--- src/rtl/branch_predict_unit_pkg.sv ---
// Shared types and constants for the branch predictor.
// Counter encoding, FSM states and the saturating counter step.
package bp_pkg;
  localparam int PC_W = 32;
  localparam logic [PC_W-1:0] STEP = 32'd4;

  localparam logic [1:0] SNT = 2'b00;
  localparam logic [1:0] WNT = 2'b01;
  localparam logic [1:0] WT  = 2'b10;
  localparam logic [1:0] ST  = 2'b11;

  typedef enum logic {
    IDLE,
    RECOVER
  } bp_state_t;

  function automatic logic [1:0] sat_cnt(
    input logic [1:0] c,
    input logic       up
  );
    if (up) return (c == ST) ? ST : c + 2'd1;
    return (c == SNT) ? SNT : c - 2'd1;
  endfunction
endpackage

--- src/rtl/branch_predict_unit_if.sv ---
// Pipeline-side bundle of the branch predictor: fetch lookup,
// EX resolution and recovery/flush controls.
interface branch_predict_unit_if #(
  parameter int CNT_W = 16
);
  import bp_pkg::*;

  logic            stall;
  logic [PC_W-1:0] if_pc;
  logic            pred_taken;
  logic [PC_W-1:0] pred_target;
  logic            ex_branch;
  logic [PC_W-1:0] ex_pc;
  logic            ex_taken;
  logic [PC_W-1:0] ex_target;
  logic            ex_pred_taken;
  logic [PC_W-1:0] ex_pred_target;
  logic            redirect;
  logic [PC_W-1:0] redirect_pc;
  logic            flush_ifid;
  logic            flush_idex;
  logic            flush_exmem;
  logic [CNT_W-1:0] mispredict_count;

  modport master (
    output stall, if_pc, ex_branch, ex_pc, ex_taken,
    output ex_target, ex_pred_taken, ex_pred_target,
    input  pred_taken, pred_target, redirect, redirect_pc,
    input  flush_ifid, flush_idex, flush_exmem,
    input  mispredict_count
  );

  modport slave (
    input  stall, if_pc, ex_branch, ex_pc, ex_taken,
    input  ex_target, ex_pred_taken, ex_pred_target,
    output pred_taken, pred_target, redirect, redirect_pc,
    output flush_ifid, flush_idex, flush_exmem,
    output mispredict_count
  );
endinterface

--- src/rtl/branch_predict_unit_table.sv ---
// Direct-mapped counter/target table: async read port,
// synchronous write port with saturating counter update.
module bp_table
  import bp_pkg::*;
#(
  parameter int ENTRIES = 16
) (
  input  logic        clk,
  input  logic        reset,
  input  logic [31:2] i_rd_pc,
  output logic        o_rd_taken,
  output logic [31:0] o_rd_target,
  input  logic        i_wr_en,
  input  logic [31:2] i_wr_pc,
  input  logic        i_wr_taken,
  input  logic [31:0] i_wr_target
);
  localparam int IDX   = $clog2(ENTRIES);
  localparam int TAG_W = 32 - IDX - 2;

  logic [1:0]       r_cnt    [ENTRIES];
  logic             r_valid  [ENTRIES];
  logic [TAG_W-1:0] r_tag    [ENTRIES];
  logic [31:0]      r_target [ENTRIES];

  logic [IDX-1:0] w_ri;
  logic [IDX-1:0] w_wi;
  logic           w_hit;

  assign w_ri = i_rd_pc[IDX+1:2];
  assign w_wi = i_wr_pc[IDX+1:2];

  assign w_hit = r_valid[w_ri] &&
                 (r_tag[w_ri] == i_rd_pc[31:IDX+2]);
  assign o_rd_taken  = w_hit & r_cnt[w_ri][1];
  assign o_rd_target = r_target[w_ri];

  // Counter moves even on a tag miss; aliases share history.
  always_ff @(posedge clk) begin
    if (reset) begin
      for (int i = 0; i < ENTRIES; i++) begin
        r_cnt[i]    <= WNT;
        r_valid[i]  <= 1'b0;
        r_tag[i]    <= '0;
        r_target[i] <= '0;
      end
    end else if (i_wr_en) begin
      r_cnt[w_wi] <= sat_cnt(r_cnt[w_wi], i_wr_taken);
      if (i_wr_taken) begin
        r_valid[w_wi]  <= 1'b1;
        r_tag[w_wi]    <= i_wr_pc[31:IDX+2];
        r_target[w_wi] <= i_wr_target;
      end
    end
  end
endmodule

--- src/rtl/branch_predict_unit.sv ---
// Branch predictor top: fetch prediction, EX-stage mispredict
// detection, one-cycle redirect/flush FSM and statistics.
module branch_predict_unit
  import bp_pkg::*;
#(
  parameter int ENTRIES = 16,
  parameter int CNT_W   = 16
) (
  input logic clk,
  input logic reset,
  branch_predict_unit_if.slave bus
);
  bp_state_t r_state;
  bp_state_t w_next;

  logic [PC_W-1:0]  r_redirect_pc;
  logic [CNT_W-1:0] r_count;

  logic            w_resolve;
  logic            w_mis;
  logic            w_rd_taken;
  logic [PC_W-1:0] w_rd_target;

  bp_table #(.ENTRIES(ENTRIES)) u_table (
    .clk        (clk),
    .reset      (reset),
    .i_rd_pc    (bus.if_pc[31:2]),
    .o_rd_taken (w_rd_taken),
    .o_rd_target(w_rd_target),
    .i_wr_en    (w_resolve),
    .i_wr_pc    (bus.ex_pc[31:2]),
    .i_wr_taken (bus.ex_taken),
    .i_wr_target(bus.ex_target)
  );

  assign bus.pred_taken  = w_rd_taken;
  assign bus.pred_target = w_rd_taken ? w_rd_target
                                      : bus.if_pc + STEP;

  assign w_resolve = bus.ex_branch & ~bus.stall &
                     (r_state == IDLE);
  assign w_mis = (bus.ex_taken != bus.ex_pred_taken) |
                 (bus.ex_taken & bus.ex_pred_taken &
                  (bus.ex_target != bus.ex_pred_target));

  always_comb begin
    w_next = r_state;
    unique case (r_state)
      IDLE:    if (w_resolve && w_mis) w_next = RECOVER;
      RECOVER: w_next = IDLE;
      default: w_next = IDLE;
    endcase
  end

  always_ff @(posedge clk) begin
    if (reset) r_state <= IDLE;
    else       r_state <= w_next;
  end

  always_ff @(posedge clk) begin
    if (reset) begin
      r_redirect_pc <= '0;
      r_count       <= '0;
    end else if (w_resolve && w_mis) begin
      r_redirect_pc <= bus.ex_taken ? bus.ex_target
                                    : bus.ex_pc + STEP;
      if (r_count != '1) r_count <= r_count + CNT_W'(1);
    end
  end

  assign bus.redirect         = (r_state == RECOVER);
  assign bus.flush_ifid       = (r_state == RECOVER);
  assign bus.flush_idex       = (r_state == RECOVER);
  assign bus.flush_exmem      = (r_state == RECOVER);
  assign bus.redirect_pc      = r_redirect_pc;
  assign bus.mispredict_count = r_count;
endmodule

--- src/flat_wrapper.sv ---
// flat-port wrapper written by rule: the top's interface ports become plain ports
module branch_predict_unit_flat import bp_pkg::*;
#(
  parameter int ENTRIES = 16,
  parameter int CNT_W   = 16
)
  (clk, reset, bus_stall, bus_if_pc, bus_ex_branch, bus_ex_pc, bus_ex_taken, bus_ex_target, bus_ex_pred_taken, bus_ex_pred_target, bus_pred_taken, bus_pred_target, bus_redirect, bus_redirect_pc, bus_flush_ifid, bus_flush_idex, bus_flush_exmem, bus_mispredict_count);
  branch_predict_unit_if #(.CNT_W(CNT_W)) bus_i ();
  input logic clk;
  input logic reset;
  input wire logic [$bits(bus_i.stall)-1:0] bus_stall;
  input wire logic [$bits(bus_i.if_pc)-1:0] bus_if_pc;
  input wire logic [$bits(bus_i.ex_branch)-1:0] bus_ex_branch;
  input wire logic [$bits(bus_i.ex_pc)-1:0] bus_ex_pc;
  input wire logic [$bits(bus_i.ex_taken)-1:0] bus_ex_taken;
  input wire logic [$bits(bus_i.ex_target)-1:0] bus_ex_target;
  input wire logic [$bits(bus_i.ex_pred_taken)-1:0] bus_ex_pred_taken;
  input wire logic [$bits(bus_i.ex_pred_target)-1:0] bus_ex_pred_target;
  output wire logic [$bits(bus_i.pred_taken)-1:0] bus_pred_taken;
  output wire logic [$bits(bus_i.pred_target)-1:0] bus_pred_target;
  output wire logic [$bits(bus_i.redirect)-1:0] bus_redirect;
  output wire logic [$bits(bus_i.redirect_pc)-1:0] bus_redirect_pc;
  output wire logic [$bits(bus_i.flush_ifid)-1:0] bus_flush_ifid;
  output wire logic [$bits(bus_i.flush_idex)-1:0] bus_flush_idex;
  output wire logic [$bits(bus_i.flush_exmem)-1:0] bus_flush_exmem;
  output wire logic [$bits(bus_i.mispredict_count)-1:0] bus_mispredict_count;
  assign bus_i.stall = bus_stall;
  assign bus_i.if_pc = bus_if_pc;
  assign bus_i.ex_branch = bus_ex_branch;
  assign bus_i.ex_pc = bus_ex_pc;
  assign bus_i.ex_taken = bus_ex_taken;
  assign bus_i.ex_target = bus_ex_target;
  assign bus_i.ex_pred_taken = bus_ex_pred_taken;
  assign bus_i.ex_pred_target = bus_ex_pred_target;
  assign bus_pred_taken = bus_i.pred_taken;
  assign bus_pred_target = bus_i.pred_target;
  assign bus_redirect = bus_i.redirect;
  assign bus_redirect_pc = bus_i.redirect_pc;
  assign bus_flush_ifid = bus_i.flush_ifid;
  assign bus_flush_idex = bus_i.flush_idex;
  assign bus_flush_exmem = bus_i.flush_exmem;
  assign bus_mispredict_count = bus_i.mispredict_count;
  branch_predict_unit #(.ENTRIES(ENTRIES), .CNT_W(CNT_W)) u_core (.clk(clk), .reset(reset), .bus(bus_i));
endmodule
--- config.mk ---
export PLATFORM = sky130hd
export DESIGN_NAME = branch_predict_unit_flat
export DESIGN_NICKNAME = d
export VERILOG_FILES = /design/src/rtl/branch_predict_unit_pkg.sv /design/src/rtl/branch_predict_unit_if.sv /design/src/rtl/branch_predict_unit_table.sv /design/src/rtl/branch_predict_unit.sv /design/src/flat_wrapper.sv
export SDC_FILE = /design/constraint.sdc
export NUM_CORES = 2
export LEC_CHECK = 0
export ABC_CLOCK_PERIOD_IN_PS = 11700
export CORE_UTILIZATION = 30
export CTS_BUF_LIST = sky130_fd_sc_hd__clkbuf_4
export DETAILED_ROUTE_END_ITERATION = 12
export SKIP_CTS_REPAIR_TIMING = 1
export SLEW_MARGIN = 20
export SYNTH_ARGS = -nofsm -noshare
export SYNTH_HDL_FRONTEND = slang
export SYNTH_SLANG_ARGS = --single-unit
export TNS_END_PERCENT = 100
--- constraint.sdc ---
create_clock -name clk -period 11.7 [get_ports clk]
set_input_delay 2.34 -clock clk [delete_from_list [all_inputs] [get_ports clk]]
set_output_delay 2.34 -clock clk [all_outputs]
set_load 0.02 [all_outputs]
Word-level counts from Yosys, hierarchy flattened
Memory sizes are Yosys's and may differ from the RTL's.
Index checks and enable logic that the tools add are counted.
{ "totals": {"n_memories": 4, "in_bits": 134, "ram_bits": 976, "output_inout_bits": 85, "regBits": 49} }
{ "mem_list": {"columns": ["memory", "depth", "width", "rd", "rd_ports_with_merged_regs", "wr", "line_no", "rtl"], "rows": [
  ["u_core.u_table.r_target", 16, 32, 1, 0, 16, "branch_predict_unit_table.sv:24", "logic [31:0] r_target [ENTRIES];"],
  ["u_core.u_table.r_tag", 16, 26, 1, 0, 16, "branch_predict_unit_table.sv:23", "logic [TAG_W-1:0] r_tag [ENTRIES];"],
  ["u_core.u_table.r_cnt", 16, 2, 2, 0, 16, "branch_predict_unit_table.sv:21", "logic [1:0] r_cnt [ENTRIES];"],
  ["u_core.u_table.r_valid", 16, 1, 1, 0, 16, "branch_predict_unit_table.sv:22", "logic r_valid [ENTRIES];"]
]} }
{ "classes": {"mux": 33, "n_reduce_logical": 8, "n_eq_ne": 5, "add_sub_neg": 5, "bitwise": 8} }
{ "op_table": {"columns": ["op", "n"], "rows": [
  ["two-way mux 32 bit", 3],
  ["adder 32 x 3 -> 32 bit, second input constant", 2],
  ["!= test 32 bit", 1],
  ["OR reduction 32 bit", 1],
  ["== test 26 bit", 1],
  ["two-way mux 26 bit", 1],
  ["OR reduction 26 bit", 1],
  ["two-way mux 1 bit", 17],
  ["adder 16 x 1 -> 16 bit, second input constant", 1],
  ["two-way mux 4 bit", 4],
  ["!= test 16 bit, second input constant", 1],
  ["two-way mux 2 bit", 7],
  ["bitwise AND 1 bit", 5],
  ["adder 2 x 1 -> 2 bit, second input constant", 1],
  ["== test 2 bit, second input constant", 1],
  ["logical AND 1 bit", 2],
  ["logical NOT 2 bit", 1],
  ["inverter 1 bit", 2],
  ["one-hot mux 1 bit (2 select lines)", 1],
  ["AND reduction 2 bit", 1],
  ["OR reduction 2 bit", 1],
  ["subtractor 2 x 1 -> 2 bit, second input constant", 1],
  ["!= test 1 bit", 1],
  ["OR 1 bit", 1],
  ["OR reduction 1 bit", 1]
]} }

Logic depth before layout (Yosys ltp)
{ "depth": {"ltp_word": 9, "ltp_mapped": 14} }

Cells and area by module
From an unflattened synthesis, not the netlist that was laid out.
{ "unflattened": {"cells_unflattened": 3378, "area_unflattened_um2": 49003.2} }
{ "modules_own_cells": {"columns": ["module", "cells_per_inst", "n_inst", "area_per_inst_um2"], "rows": [
  ["bp_table", 2793, 1, 44562.7],
  ["branch_predict_unit", 585, 1, 4440.5]
]} }

Worst setup path after synthesis
No wires, ideal clock.
{ "synth_timing": {"path_type": "input -> register", "start": "input bus_ex_pc[2]", "end": "memory u_core.u_table.r_tag[10][0] (netlist name), enable pin", "path_stages": 7, "t_required_ps": 11146, "slack_ps": 3697, "setup_ps": 554, "arrival_time_ps": 7449, "cell_sequence": "clkbuf_1 -> inv_1 -> ha_1 -> and3_1 -> clkbuf_1 -> nand2_1 -> o21ai_0"} }
{ "synth_lines": {"columns": ["item", "line_no", "rtl"], "rows": [
  ["start: declaration", "flat_wrapper.sv:14", "input wire logic [$bits(bus_i.ex_pc)-1:0] bus_ex_pc;"],
  ["end: declaration", "branch_predict_unit_table.sv:23", null]
]} }

Worst setup path in the final report
{ "layout_timing": {"start": "input bus_if_pc[2]", "end": "output bus_pred_target[24]"} }
{ "layout_between": {"elab_chain_cells": 5, "elab_cells_between_ends": 9, "cone_classes": "1 x add/sub; 1 x eq/ne; 1 x mux; 1 x bitwise; 1 x reduce/logical; 4 x memory"} }
{ "layout_rtl": {"columns": ["item", "line_no", "rtl"], "rows": [
  ["start: declaration", "flat_wrapper.sv:12", "input wire logic [$bits(bus_i.if_pc)-1:0] bus_if_pc;"],
  ["memory (16 x 26 bit)", null, null],
  ["== test 26 bit", "branch_predict_unit_table.sv:34", "(r_tag[w_ri] == i_rd_pc[31:IDX+2]);"],
  ["logical AND 1 bit", "branch_predict_unit_table.sv:33", "assign w_hit = r_valid[w_ri] &&"],
  ["bitwise AND 1 bit", "branch_predict_unit_table.sv:35", "assign o_rd_taken = w_hit & r_cnt[w_ri][1];"],
  ["two-way mux 32 bit (*)", "branch_predict_unit.sv:37", "assign bus.pred_target = w_rd_taken ? w_rd_target"],
  ["end: declaration", "flat_wrapper.sv:20", "output wire logic [$bits(bus_i.pred_target)-1:0] bus_pred_target;"]
]} }
Every way passes the cells marked *; elsewhere a longest branch is shown, timed or not.

==> qor.yml <==
layout:
  final-instance-count-excl-fill: 5926
  fillCellCount: 15200
  fin_util: 0.353
  fin_nets: 3823
  layout-drive-gt1-share: 0.226
  area_growth_pct: 16.3
floorplan:
  dieHeight_um: 403
  rows: 146
  io_pins: 219
  start_util: 0.303
  die_w_um: 403
  die-area_sq_um: 162000
  core-area_sq_um: 159000
sta:
  setup_viol: 0
  timing.hold.ws_ns: 0.453
  hold_viol: 0
  finalSetupTns_ns: 0
  tightest_slew_ns: 1.17
  finalClockSkew_ns: 0.101
  fmax_mhz: 101
  min_period_over_period: 0.847
  report.final.slew_viol_count: 0
  fin_crit_ns: 9.91
  slew_headroom: 0.216
  rsz0062_at_grt: "no"
worst_setup_path:
  crit_arrival_ns: 7.57
  crit_type: "in -> out"
  cp.required_ns: 9.36
  path_depth: 11
  timing.critical_path.buf_inv: 3
  crit_slowest_cell: "nor3_2"
  r2r_cells: 6
  crit_path_end_kind: "primary output"
  cp_top_family: "simple AND/OR/NAND/NOR gates"
  crit_chain: "buf_8, buf_12, ha_1, nand2_1, nor3_2, nand3_1, nor2_1, nand3_1, xnor2_1, mux2_1, clkdlybuf4s50_1"
  path_common_cell: "nand3_1"
  worst_path_largest_cell_delay_ns: 0.81
  critPathMaxFanout: 68
  cp-start-kind: "input pin"
cts:
  root_buffer: "clkbuf_4"
  h-tree-depth: 5
  cts_sinks: 1025
  clock_latency_ns: 1.21
  clkTransAtPathRegs_ns: 0.07
  cts_tree: "built"
  cts_buffers: 282
  cts.path.max_buffers: 4
grt:
  grt_pass1_vias: 32300
  grtUsageTotal: 0.205
  grt_max_degree: 259
  antenna_found_initial: 20
  gr-total-overflow: 0
  grt_first_pass_wirelength_um: 238000
detailed_routing:
  drt_iter0_markers: 4297
  wl_um: 169000
  vias: 32400
  drc: 0
  firstDrtPassIters: 6
  avgViaCountPerCell: 5.47
  drtAntennaViolNets: 0
  wl_per_cell_um: 28.5
synth:
  synth.cells.most_frequent: "960 x edfxtp_1, 458 x nor2_1, 387 x and3_1, 288 x clkbuf_1, 270 x mux4_2"
  yosys.area.top_type_share: 0.599
  syn_area_sq_um: 48100
  syn_avg_cell_area_sq_um: 14.1
  synthTopCellsByArea: "edfxtp_1 60%, mux4_2 13%, and3_1 5.0%, nor2_1 3.6%, and2_1 3.0%"
  synth_edf_count: 960
  async_flop_share: 0
  ys_warn_count: 0
  synth.most_common_cell: "edfxtp_1"
  yosys_register_bits: 1025
  postSynthCellCount: 3424
  syn_nets: 3565
  synth_ff_type: "edfxtp_1"
  synth_cell_type_count: 68
  yosys.area.top_type: "edfxtp_1"
  synth-seq-area-share: 0.626
outcome:
  status: "finished, final reports clean"
power:
  internal-power_mw: 6.08
  irDropWorstVdd_uv: 86.6
  switchingPower_mw: 2.03
  p_sw_frac: 0.251
  leakage_nw: 20.9
  clkPwrFrac: 0.389
  seqPwrFrac: 0.514
  power_frac_comb: 0.098
  power_density_nw_per_um2: 145
placement:
  place_hpwl_um: 100000
  portBuffers: 218
  place.gp.congestion: 0.937
  dp_cells: 5468
min_path:
  hold_depth: 1
  min_path_type: "reg -> reg"
job:
  cap_violations: 0
-- worst paths after layout --
kind | end | from | slack [ns]
hold / removal | u_core.u_table.r_valid[13] | u_core.u_table.r_valid[13] | 0.45
setup reg to reg | u_core.u_table.r_tag[2][2] | u_core.bus.flush_exmem | 7.54
setup / recovery | bus_pred_target[24] | bus_if_pc[2] | 1.79
hold reg to reg | u_core.u_table.r_valid[13] | u_core.u_table.r_valid[13] | 0.45
-- cell families (layout without fill, tap and decap cells) --
group | after synthesis | after routing | share of synthesized area
adder cells (fa/ha/maj) | 9 | 9 | 0.00224
XOR/XNOR | 116 | 116 | 0.0211
buffers and inverters | 374 | 794 | 0.0322
other | 0 | 10 | 0
flip-flops | 1025 | 1025 | 0.626
multiplexers | 378 | 378 | 0.150
AO/OA/AOI/OAI | 162 | 162 | 0.0230
AND/OR/NAND/NOR | 1360 | 1360 | 0.145
-- registers in the layout, summed over array words and instances (netlist names) --
name / flops
u_core.u_table.r_tag: 416
u_core.bus.flush_exmem: 1
u_core.bus.mispredict_count: 16
u_core.u_table.r_cnt: 32
u_core.u_table.r_valid: 16
u_core.bus.redirect_pc: 32
u_core.u_table.r_target: 512
-- layout by cell type (no fill, tap or decap), types with 5 or more instances in the layout --
cell,synthesis,final
nor2b_1,11,11
clkdlybuf4s50_1,0,212
ha_1,7,7
nor2_4,0,12
o22ai_1,11,11
nor3_1,19,14
inv_1,20,19
inv_2,1,5
clkbuf_4,0,408
o21ai_4,0,17
xor2_1,29,29
nor2_1,458,446
mux2i_1,60,60
a21o_1,6,6
nor3_2,0,5
mux2_1,27,27
a21oi_1,20,20
and3_1,387,387
nand3_1,41,41
and2_1,230,230
nor4_1,9,9
xnor2_1,87,87
mux4_2,270,270
nor4b_1,6,6
o21ai_0,54,38
or3_1,8,8
a31oi_1,5,5
nand4_1,26,26
diode_2,0,10
a22o_1,17,17
clkinv_1,1,30
buf_4,9,104
mux2_2,21,21
nand2_1,144,142
edfxtp_1,960,960
dfxtp_1,65,65
-- through the flow --
step / power [mW] / setup slack (ns) / area (sq um)
2_1_floorplan: 4.68 / 3.70 / 48100
3_3_place_gp: 5.02 / 1.45 / 52600
3_5_place_dp: 5.03 / 2.04 / 52600
4_1_cts: 8.15 / 2.03 / 55900
5_1_grt: 8.37 / 1.68 / 56000
6_report: 8.11 / 1.79 / 56000
-- layout make-up --
class                           count  area [sq um]  share of cell area
Clock buffer                      408          3060              0.0547
Clock inverter                     38           250             0.00447
Timing Repair Buffer              326          3080              0.0550
Antenna cell                       10          25.0            0.000447
Multi-Input combinational cell   2025         16800               0.299
Inverter                           22          82.6             0.00148
Tap cell                         2072          2590              0.0463
Sequential cell                  1025         30100               0.538
-- power by group through the flow --
stage,combinational (mW),sequential (mW),clock [mW]
global route,0.821,4.17,3.38
global placement,0.783,4.24,0
detailed placement,0.783,4.24,0
CTS,0.785,4.17,3.20
finish,0.792,4.17,3.15
floorplan,0.428,4.26,0
-- metal layers --
metal | global-route usage | wire length (um)
met5 | 0 | 109
met4 | 0.0789 | 5380
met3 | 0.0508 | 18700
met2 | 0.317 | 77200
met1 | 0.277 | 67300
No activity file was read; power rests on OpenSTA's default activity.
